## src/rtl/fpu_arb_pkg.sv

```systemverilog
// Shared types and constants for the two-core FPU arbiter.
package fpu_arb_pkg;

   localparam int FPU_OP_W            = 5;
   localparam int XLEN                = 32;
   localparam int TIMEOUT_CYC_DEFAULT = 64;

   typedef enum logic [1:0] {
      ST_IDLE  = 2'd0,
      ST_ISSUE = 2'd1,
      ST_WAIT  = 2'd2,
      ST_RESP  = 2'd3
   } arb_state_t;

endpackage

```

## src/rtl/fpu_rr_arbiter.sv

```systemverilog
// Two-input round-robin arbiter: combinational grant, registered last-winner pointer.
module fpu_rr_arbiter (
   input  logic       clk,
   input  logic       rst,
   input  logic [1:0] req,
   input  logic       update,
   input  logic       update_id,
   output logic [1:0] gnt,
   output logic       gnt_id
);

   // Holds the core granted most recently; resetting to 1 hands core 0 priority.
   logic last_id;

   always_ff @(posedge clk or posedge rst) begin
      if (rst) begin
         last_id <= 1'b1;
      end else if (update) begin
         last_id <= update_id;
      end
   end

   always_comb begin
      gnt    = 2'b00;
      gnt_id = 1'b0;
      if (req == 2'b11) begin
         gnt_id = ~last_id;
         gnt    = last_id ? 2'b01 : 2'b10;
      end else if (req[0]) begin
         gnt_id = 1'b0;
         gnt    = 2'b01;
      end else if (req[1]) begin
         gnt_id = 1'b1;
         gnt    = 2'b10;
      end
   end

endmodule

```

## src/rtl/fpu_arbiter.sv

```systemverilog
// Shares one FPU between two cores: round-robin pick, issue, wait with timeout, respond.
module fpu_arbiter
   import fpu_arb_pkg::*;
#(
   parameter int unsigned TIMEOUT_CYC = TIMEOUT_CYC_DEFAULT
) (
   input  logic                in_Clk,
   input  logic                in_Rst,
   input  logic [1:0]          in_req,
   input  logic [FPU_OP_W-1:0] in_op0,
   input  logic [FPU_OP_W-1:0] in_op1,
   input  logic [XLEN-1:0]     in_rs1_0,
   input  logic [XLEN-1:0]     in_rs2_0,
   input  logic [XLEN-1:0]     in_int_0,
   input  logic [XLEN-1:0]     in_rs1_1,
   input  logic [XLEN-1:0]     in_rs2_1,
   input  logic [XLEN-1:0]     in_int_1,
   output logic [1:0]          out_gnt,
   output logic [1:0]          out_done,
   output logic [XLEN-1:0]     out_result,
   output logic                out_zero,
   output logic                out_err,
   output logic                out_busy,
   output logic                out_fpu_start,
   output logic [FPU_OP_W-1:0] out_fpu_op,
   output logic [XLEN-1:0]     out_fpu_rs1,
   output logic [XLEN-1:0]     out_fpu_rs2,
   output logic [XLEN-1:0]     out_fpu_int,
   input  logic [XLEN-1:0]     in_fpu_data,
   input  logic                in_fpu_stall
);

   localparam logic [7:0] TIMEOUT_LAST = 8'(TIMEOUT_CYC - 1);

   arb_state_t          state;
   arb_state_t          state_next;
   logic                winner_q;
   logic [FPU_OP_W-1:0] op_q;
   logic [XLEN-1:0]     rs1_q;
   logic [XLEN-1:0]     rs2_q;
   logic [XLEN-1:0]     int_q;
   logic [XLEN-1:0]     result_q;
   logic                err_q;
   logic [7:0]          wait_cnt;
   logic [1:0]          block_q;
   logic [1:0]          eligible;
   logic [1:0]          rr_gnt;
   logic                rr_id;
   logic                timeout_hit;

   // The core just served sits out exactly one IDLE cycle so the other core gets a look-in.
   assign eligible    = in_req & ~block_q;
   assign timeout_hit = (wait_cnt == TIMEOUT_LAST);

   fpu_rr_arbiter u_rr (
      .clk       (in_Clk),
      .rst       (in_Rst),
      .req       (eligible),
      .update    (state == ST_RESP),
      .update_id (winner_q),
      .gnt       (rr_gnt),
      .gnt_id    (rr_id)
   );

   always_ff @(posedge in_Clk or posedge in_Rst) begin
      if (in_Rst) begin
         state <= ST_IDLE;
      end else begin
         state <= state_next;
      end
   end

   always_comb begin
      state_next    = state;
      out_gnt       = 2'b00;
      out_done      = 2'b00;
      out_result    = '0;
      out_zero      = 1'b0;
      out_err       = 1'b0;
      out_busy      = (state != ST_IDLE);
      out_fpu_start = 1'b0;
      unique case (state)
         ST_IDLE: begin
            if (|rr_gnt) state_next = ST_ISSUE;
         end
         ST_ISSUE: begin
            out_gnt       = winner_q ? 2'b10 : 2'b01;
            out_fpu_start = 1'b1;
            state_next    = ST_WAIT;
         end
         ST_WAIT: begin
            if (!in_fpu_stall || timeout_hit) state_next = ST_RESP;
         end
         ST_RESP: begin
            out_done   = winner_q ? 2'b10 : 2'b01;
            out_result = result_q;
            out_zero   = (result_q == '0);
            out_err    = err_q;
            state_next = ST_IDLE;
         end
         default: state_next = ST_IDLE;
      endcase
   end

   assign out_fpu_op  = op_q;
   assign out_fpu_rs1 = rs1_q;
   assign out_fpu_rs2 = rs2_q;
   assign out_fpu_int = int_q;

   // Payload is captured on the winning edge so later request/operand changes cannot leak in.
   always_ff @(posedge in_Clk or posedge in_Rst) begin
      if (in_Rst) begin
         winner_q <= 1'b0;
         op_q     <= '0;
         rs1_q    <= '0;
         rs2_q    <= '0;
         int_q    <= '0;
         result_q <= '0;
         err_q    <= 1'b0;
         wait_cnt <= '0;
         block_q  <= 2'b00;
      end else begin
         block_q <= 2'b00;
         unique case (state)
            ST_IDLE: begin
               if (|rr_gnt) begin
                  winner_q <= rr_id;
                  op_q     <= rr_id ? in_op1   : in_op0;
                  rs1_q    <= rr_id ? in_rs1_1 : in_rs1_0;
                  rs2_q    <= rr_id ? in_rs2_1 : in_rs2_0;
                  int_q    <= rr_id ? in_int_1 : in_int_0;
               end
            end
            ST_ISSUE: begin
               wait_cnt <= '0;
            end
            ST_WAIT: begin
               if (!in_fpu_stall) begin
                  result_q <= in_fpu_data;
                  err_q    <= 1'b0;
               end else if (timeout_hit) begin
                  result_q <= '0;
                  err_q    <= 1'b1;
               end else begin
                  wait_cnt <= wait_cnt + 8'd1;
               end
            end
            ST_RESP: begin
               block_q <= winner_q ? 2'b10 : 2'b01;
            end
            default: ;
         endcase
      end
   end

endmodule
```

## config.mk

```make
export PLATFORM = sky130hd
export DESIGN_NAME = fpu_arbiter
export DESIGN_NICKNAME = d
export VERILOG_FILES = /design/src/rtl/fpu_arb_pkg.sv /design/src/rtl/fpu_rr_arbiter.sv /design/src/rtl/fpu_arbiter.sv
export SDC_FILE = /design/constraint.sdc
export NUM_CORES = 1
export LEC_CHECK = 0
export CORE_MARGIN = 2
export CORE_UTILIZATION = 39
export CTS_BUF_LIST = sky130_fd_sc_hd__clkbuf_8
export CTS_CLUSTER_SIZE = 8
export DETAILED_ROUTE_END_ITERATION = 10
export PLACE_DENSITY_LB_ADDON = 0.12
export SYNTH_ARGS = -nofsm -noshare
export SYNTH_HDL_FRONTEND = slang
export SYNTH_SLANG_ARGS = --single-unit
```

## constraint.sdc

```tcl
create_clock -name in_Clk -period 5.7 [get_ports in_Clk]
set_input_delay 0.57 -clock in_Clk [delete_from_list [all_inputs] [get_ports in_Clk]]
set_output_delay 0.57 -clock in_Clk [all_outputs]
set_load 0.05 [all_outputs]
```

Yosys cells after proc, flatten, opt, wreduce, memory -nomap -nowiden. Cells that the tools add are included.

Flip-flop bits (word level): 148. Latch bits: 0. RAM bits: 0. ROM bits: 0. Input bits: 239. Output and inout port bits: 141. Word-level logic and storage cells: 64. Memories: 0.

$add $sub $neg: 1. Multiply operators: 0. Divide/modulo/power cells: 0. $lt $le $gt $ge: 0. Eq/ne operators: 10. Shift operators: 0. Multiplexer cells: 28. Bitwise gates (word level): 3. Reductions and logical operators: 11.

Operators by type and width (number): $mux 32 (6); $logic_not 32->1 (1); $mux 2 (9); $mux 8 (2); $pmux 8 s2 (1); $add 8x1->8 const B (1); $eq 8x6->1 const B (1); $mux 1 (8); $ne 2x2->1 const B (4); $pmux 2 s4 (1); $eq 2x2->1 const B (3); $reduce_and 2->1 (3); $mux 5 (1); $reduce_bool 2->1 (2); $reduce_and 3->1 (1); $and 2x2->2 (1); $eq 2x1->1 const B (1); $logic_not 2->1 (1); $ne 2x1->1 const B (1); $not 2->2 (1); $reduce_or 2->1 (1); $logic_not 1->1 (1); $logic_or 1x1->1 (1); $not 1->1 (1).

Logic depth before layout (Yosys ltp). Gate-level depths: netlist of run 1.

Word-level depth: 8. Depth in mapped cells: 7. Gate-level depth less buffers: 5.

Cells and area by module. Synthesis of run 1 repeated with hierarchy kept, for this count alone.

Cell total of the unflattened synthesis: 644. Area, all modules: 6817.8 sq um.

Modules (own cells, without submodules): fpu_arbiter (times used 1, cells each 636, area each 6752.7 sq um, seq. area each 3678.5 sq um); fpu_rr_arbiter (times used 1, cells each 8, area each 65.1 sq um, seq. area each 26.3 sq um).

Worst setup path before layout of run 1. No wires, ideal clock.

Path type: register to output. Start point: register state[1]. End point: output port out_zero. Arrival: 2203 ps. Data required time: 5130 ps. Setup slack: 2927 ps. Stages on the path, launching flop included: 6. Path buffers: 1. Cell sequence: dfrtp_1 -> ha_1 -> clkbuf_1 -> nor4b_1 -> nand4_1 -> nor3_1.

Longest elaborated chain between the ends: 2.

RTL lines: from (decl) (RTL line fpu_arbiter.sv:35) `arb_state_t state;`; from (signal assigned) (RTL line fpu_arbiter.sv:69) `state <= state_next;`; $eq 2x2->1 (RTL line fpu_arbiter.sv:82) `unique case (state)`; $mux 1 (RTL line fpu_arbiter.sv:82); to (decl) (RTL line fpu_arbiter.sv:21) `output logic out_zero,`.

Every way passes these cells.

Worst setup path in the final report of run 1. Same ends and word-level chain as after synthesis.

==> results of run 1 <==
## synthesized netlist by cell type, types with 3 or more instances
library cell  instances  area [um^2]
dfrtp_1             147         3679
inv_1               106        397.9
o21ai_0             103        515.5
and3b_1             102        893.4
a22oi_1             101        758.2
clkbuf_1             74        277.8
a221oi_1             54        473.0
a221oi_2             47        705.7
and2_1               36        225.2
a22o_1               32        280.3
buf_2                27        135.1
buf_6                 7        78.83
nand4_1               7        43.79
nor4_1                7        43.79
a21oi_1               6        30.03
ha_1                  6        75.07
nand2_1               6        22.52
nor2b_1               6        37.54
buf_1                 5        18.77
nor2_1                5        18.77
a211oi_1              4        30.03
nand3_1               4        20.02
a21o_1                3        22.52
buf_4                 3        22.52
## sequential cells by signal, summed over array words and instances (netlist names)
signal	cells
out_fpu_rs1	32
block_q	2
winner_q	1
state	2
u_rr.last_id	1
result_q	32
out_fpu_rs2	32
err_q	1
out_fpu_op	5
wait_cnt	8
out_fpu_int	32
## metal layers
| layer | share of wire | vias up | GRT usage |
|---|---|---|---|
| li1 | - | 4074 | - |
| met1 | 0.41 | 4227 | 0.3231 |
| met2 | 0.48 | 343 | 0.4116 |
| met3 | 0.079 | 44 | 0.07477 |
| met4 | 0.029 | 0 | 0.09524 |
| met5 | 0 | - | 0 |
## cell families after synthesis
| logic type | Yosys count |
|---|---|
| AO/OA/AOI/OAI | 362 |
| AND/OR/NAND/NOR | 188 |
| adder cells (fa/ha/maj) | 6 |
| multiplexers | 2 |
| flip-flops | 148 |
| buffers and inverters | 223 |
## path summary, 6_finish.rpt
path                            startpoint           end  slack (ns)  cells past startpoint
worst min register to register       err_q         err_q        0.49                      2
min in group asynchronous           in_Rst  result_q[14]        0.51                      2
worst min-delay path                 err_q         err_q        0.49                      2
worst max register to register    state[0]  result_q[27]        3.06                      6
max in group asynchronous           in_Rst    block_q[1]        4.05                      3
worst max-delay path              state[1]      out_zero        2.27                      6
## critical path, stage by stage (launching register included)
cell             delay, ns
dfrtp_1               0.43
ha_1                  0.17
buf_4                 0.27
nor4b_1               0.27
nand4_1               0.19
nor3_1                0.25
clkdlybuf4s50_1       0.84
## power by group through the flow
stage	clock [mW]	sequential [mW]	combinational, mW
after CTS	0.875	1.87	4.80
after floorplan	0	3.08	2.03
final	0.853	1.87	4.78
after detailed placement	0	1.88	4.78
after global placement	0	1.88	4.75
after global routing	0.923	1.93	5.08
## area by class of cell
class                   count  area share
diodes                      4   0.0007560
clock inverters            12     0.01191
clock buffers              17     0.01767
inverters                 107     0.03090
well taps                 285     0.02693
multi-input cells         558      0.3369
flip-flops and latches    148      0.2799
repair buffers            393      0.2950
## metrics by stage
step | hold slack (ns) | cells
6_report | 0.4920 | 1524
5_1_grt | 0.4992 | 1524
4_1_cts | 0.4903 | 1520
3_5_place_dp | 0.4822 | 1491
3_3_place_gp | 0.4736 | 1491
2_1_floorplan | 0.4551 | 929
==> flow_summary.yaml, run 1 <==
clock_network:
  h-tree-depth: 4
  cts.sinks: 148
  clk_latency_ns: 0.45
  postCtsSetupRepairBufs: 0
  cts_made_buffers: 17
  cts_root_buffer: "clkbuf_8"
  cts_tree: "built"
  clk_pin_slew_ns: 0.08
  holdBufCountCts: 0
  cts_max_path_buffers: 2
  cts_resized: 0
sta:
  fin_skew_ns: 0.01637
  final.setup.tns_ns: 0
  tightest_slew_ns: 1.113
  finalWorstSetupSlack_ns: 2.265
  finalSetupViolCount: 0
  relSlewSlack: 0.2579
  final-max-slew-violation-count: 0
  rsz0062_at_grt: "false"
  layout_min_cycle_time_ns: 3.435
  min_period_over_period: 0.6026
  final_hold_viol_count: 0
  max_freq_mhz: 291.1
logic_synthesis:
  async_reset_ff_frac: 1.000
  synth_xor_xnor_area_share: 0
  yosysWarnings: 0
  synth.avg_cell_area_um2: 9.763
  synth_compound_area_frac: 0.3218
  synthAdderAreaFrac: 0.008277
  ys.flop_type: "dfrtp_1"
  ys_seq_elements: 148
  syn-cell-area_um2: 9070
  yosysUniqueCellTypes: 48
  synth_nets: 1174
  synth-edff-count: 0
  yosysSeqAreaShare: 0.4085
  synth.area.mux_share: 0.002345
  synth_cells: 929
  yosys.area_share.simple: 0.1560
  synth_top_family_by_area: "compound AO/OA/AOI/OAI gates"
pwr:
  switching_power_mw: 3.833
  switching_share: 0.5109
  pwr-share-clk: 0.114
  peakVddDrop_v: 0.0002977
  power.density_nw_per_um2: 566.7
  p_leak_nw: 5.752
  seqPwrFrac: 0.249
  power_mw: 7.503
  combPwrFrac: 0.637
  p_int_mw: 3.670
global_routing:
  gr-total-overflow: 0
  track_usage: 0.2547
  grt_first_pass_wirelength_mm: 48.96
  grt_max_degree: 120
  antenna_found_initial: 5
  grt_pass1_vias: 8660
routing:
  avgRoutedWirePerCell_um: 20.91
  dr.pass1.iters: 5
  drt-initial-drc-count: 630
  ant_nets: 0
  totalWireLength_mm: 31.86
  vias: 8688
  avgViaCountPerCell: 5.701
  drc: 0
setup_path:
  critPathCaptureType: "primary output"
  path_class: "reg -> out"
  crit_arrival_ns: 2.86
  crit_fanout: 37
  startpoint_type: "flip-flop"
  cp.required_ns: 5.13
worst_hold_path:
  hold_path_class: "reg -> reg"
floorplanning:
  core_um2: 22710
  start_util: 0.3994
  dieWidth_um: 156.5
  die_h_um: 156.5
  rows: 55
  ios: 380
  die_area_um2: 24490
cells_and_area:
  fin_util: 0.5830
  final_design_area_no_fill_um2: 13240
  layout_common_cells: "clkdlybuf4s50_1, dfrtp_1, inv_1"
  fin_nets: 1470
  syn_to_final_growth_pct: 45.98
  final_common_cell: "clkdlybuf4s50_1"
  register_area_um2: 3706
  multi_input_area_um2: 4461
  drive_above_1_share: 0.08340
  n_fill_cell: 2002
flow_run:
  cap_viol_max_count: 0
placed_design:
  gp_congestion: 0.7992
  dpl.hpwl_mm: 20.38
  placed_cell_area_um2: 12840
  pre_cts_ws_ns: 2.601
  portBuffers: 379
status:
  outcome: "complete, no violations"
(Power assumes the default switching activity.)
==> run 2, diff against run 1 <==
clock period = 3.47 ns   (was 5.7 ns; I/O delays follow)
==> run 2 against run 1 <==
  * Sequential power increased by 64%
  * Final area increased by 0.93%
  * Clock-buffer cell count increased by 1
  * Largest power group unchanged
  * Utilization increased by 0.54 points
  * Routed wire length increased by 0.64%
  * Critical endpoint unchanged
  * Critical path type unchanged
  * Clock power increased by 68%
  * Global-route usage increased by 0.35 points
==> flow_summary.yaml, run 2 (synthesis gave the netlist of run 1 again) <==
routing:
  drc: 0
  dr.pass1.iters: 5
  avgViaCountPerCell: 5.685
  totalWireLength_mm: 32.07
  avgRoutedWirePerCell_um: 20.90
  ant_nets: 0
  drt-initial-drc-count: 627
  vias: 8721
placed_design:
  dpl.hpwl_mm: 20.67
  dp_cells: 1499
  gp_congestion: 0.8182
  pre_cts_ws_ns: 0.9925
  portBuffers: 379
  placed_cell_area_um2: 12950
cells_and_area:
  fin_nets: 1478
  layout_common_cells: "clkdlybuf4s50_1, dfrtp_1, inv_1"
  layout.cells.non_filler: 1534
  final_design_area_no_fill_um2: 13360
  syn_to_final_growth_pct: 47.33
  final_common_cell: "clkdlybuf4s50_1"
  drive_above_1_share: 0.08996
worst_hold_path:
  hold_path_class: "in -> async"
pwr:
  pwr-share-clk: 0.115
  seqPwrFrac: 0.247
  power.density_nw_per_um2: 928.9
  switching_share: 0.5088
  peakVddDrop_v: 0.0004320
  p_leak_nw: 5.818
  switching_power_mw: 6.316
  p_int_mw: 6.096
  combPwrFrac: 0.637
floorplanning:
  dieWidth_um: 156.5
  start_util: 0.3994
  die_area_um2: 24490
  ios: 380
  die_h_um: 156.5
  rows: 55
  core_um2: 22710
sta:
  finalWorstSetupSlack_ns: 0.4904
  fin_skew_ns: 0.01141
  layout_min_cycle_time_ns: 2.980
  final-max-slew-violation-count: 0
  final.setup.tns_ns: 0
  max_freq_mhz: 335.6
  tightest_slew_ns: 1.018
  min_period_over_period: 0.8587
  relSlewSlack: 0.3212
  rsz0062_at_grt: "false"
  finalSetupViolCount: 0
  final_hold_viol_count: 0
global_routing:
  grt_pass1_vias: 8678
  track_usage: 0.2582
  grt_max_degree: 104
  grt_first_pass_wirelength_mm: 49.51
  antenna_found_initial: 2
  gr-total-overflow: 0
status:
  outcome: "complete, no violations"
clock_network:
  clk_latency_ns: 0.46
  cts_root_buffer: "clkbuf_8"
  clk_pin_slew_ns: 0.08
  postCtsSetupRepairBufs: 0
  cts.sinks: 148
  holdBufCountCts: 0
  cts_max_path_buffers: 2
  cts_resized: 0
  cts_tree: "built"
  h-tree-depth: 4
  cts_made_buffers: 17
setup_path:
  cp.required_ns: 3.12
  startpoint_type: "flip-flop"
  path_class: "reg -> out"
  crit_fanout: 5
  critPathCaptureType: "primary output"
  crit_arrival_ns: 2.63
flow_run:
  cap_viol_max_count: 0
==> run 2: worst max-delay path, stage by stage (launching register included) <==
cell	delay (ns)
dfrtp_1	0.41
ha_1	0.20
nor4b_1	0.29
nand4_1	0.21
nor3_1	0.24
clkdlybuf4s50_1	0.83
==> run 2: worst paths after layout <==
kind | startpoint | to | slack [ns] | cells after the start
min in group in_Clk | in_int_0[4] | out_fpu_int[4] | 0.44 | 3
min | in_Rst | result_q[13] | 0.30 | 2
max reg2reg | block_q[1] | out_fpu_rs1[24] | 1.34 | 5
max | state[1] | out_zero | 0.49 | 5
max in group asynchronous | in_Rst | out_fpu_int[29] | 2.32 | 3
min reg2reg | result_q[17] | result_q[17] | 0.52 | 1
==> run 2: final cells by class <==
cell class / count / area [um^2]
clock buffer: 18 / 247.7
inverter: 107 / 407.9
antenna: 4 / 10.01
timing repair buffer: 401 / 4016
sequential: 148 / 3706
fill: 2013 / 9346
multi-input combinational: 558 / 4461
clock inverter: 13 / 157.7
tap: 285 / 356.6
==> run 2: per-layer routing <==
layer  global-route usage  vias up  wire length (um)
li1                     -     4082                 -
met1               0.3383     4243             13390
met2               0.3919      332             14940
met3              0.08086       64              2578
met4               0.1158        0              1157
met5                    0        -                 0
==> run 2: power by group through the flow <==
stage	Sequential [mW]	Combinational (mW)	Clock (mW)
floorplan	5.06	3.34	0
global placement	3.07	7.87	0
detailed placement	3.09	7.93	0
CTS	3.07	7.95	1.48
global route	3.17	8.43	1.55
finish	3.07	7.91	1.43
==> run 2: stage by stage <==
| stage | hold WS [ns] | util | total power, mW |
|---|---|---|---|
| after detailed placement | 0.5031 | 0.5701 | 11.02 |
| after CTS | 0.2849 | 0.5880 | 12.50 |
| after global routing | 0.3151 | 0.5882 | 13.15 |
| final | 0.2991 | 0.5884 | 12.41 |
| after floorplan | 0.4551 | - | 8.398 |
| after global placement | 0.4989 | 0.5701 | 10.94 |
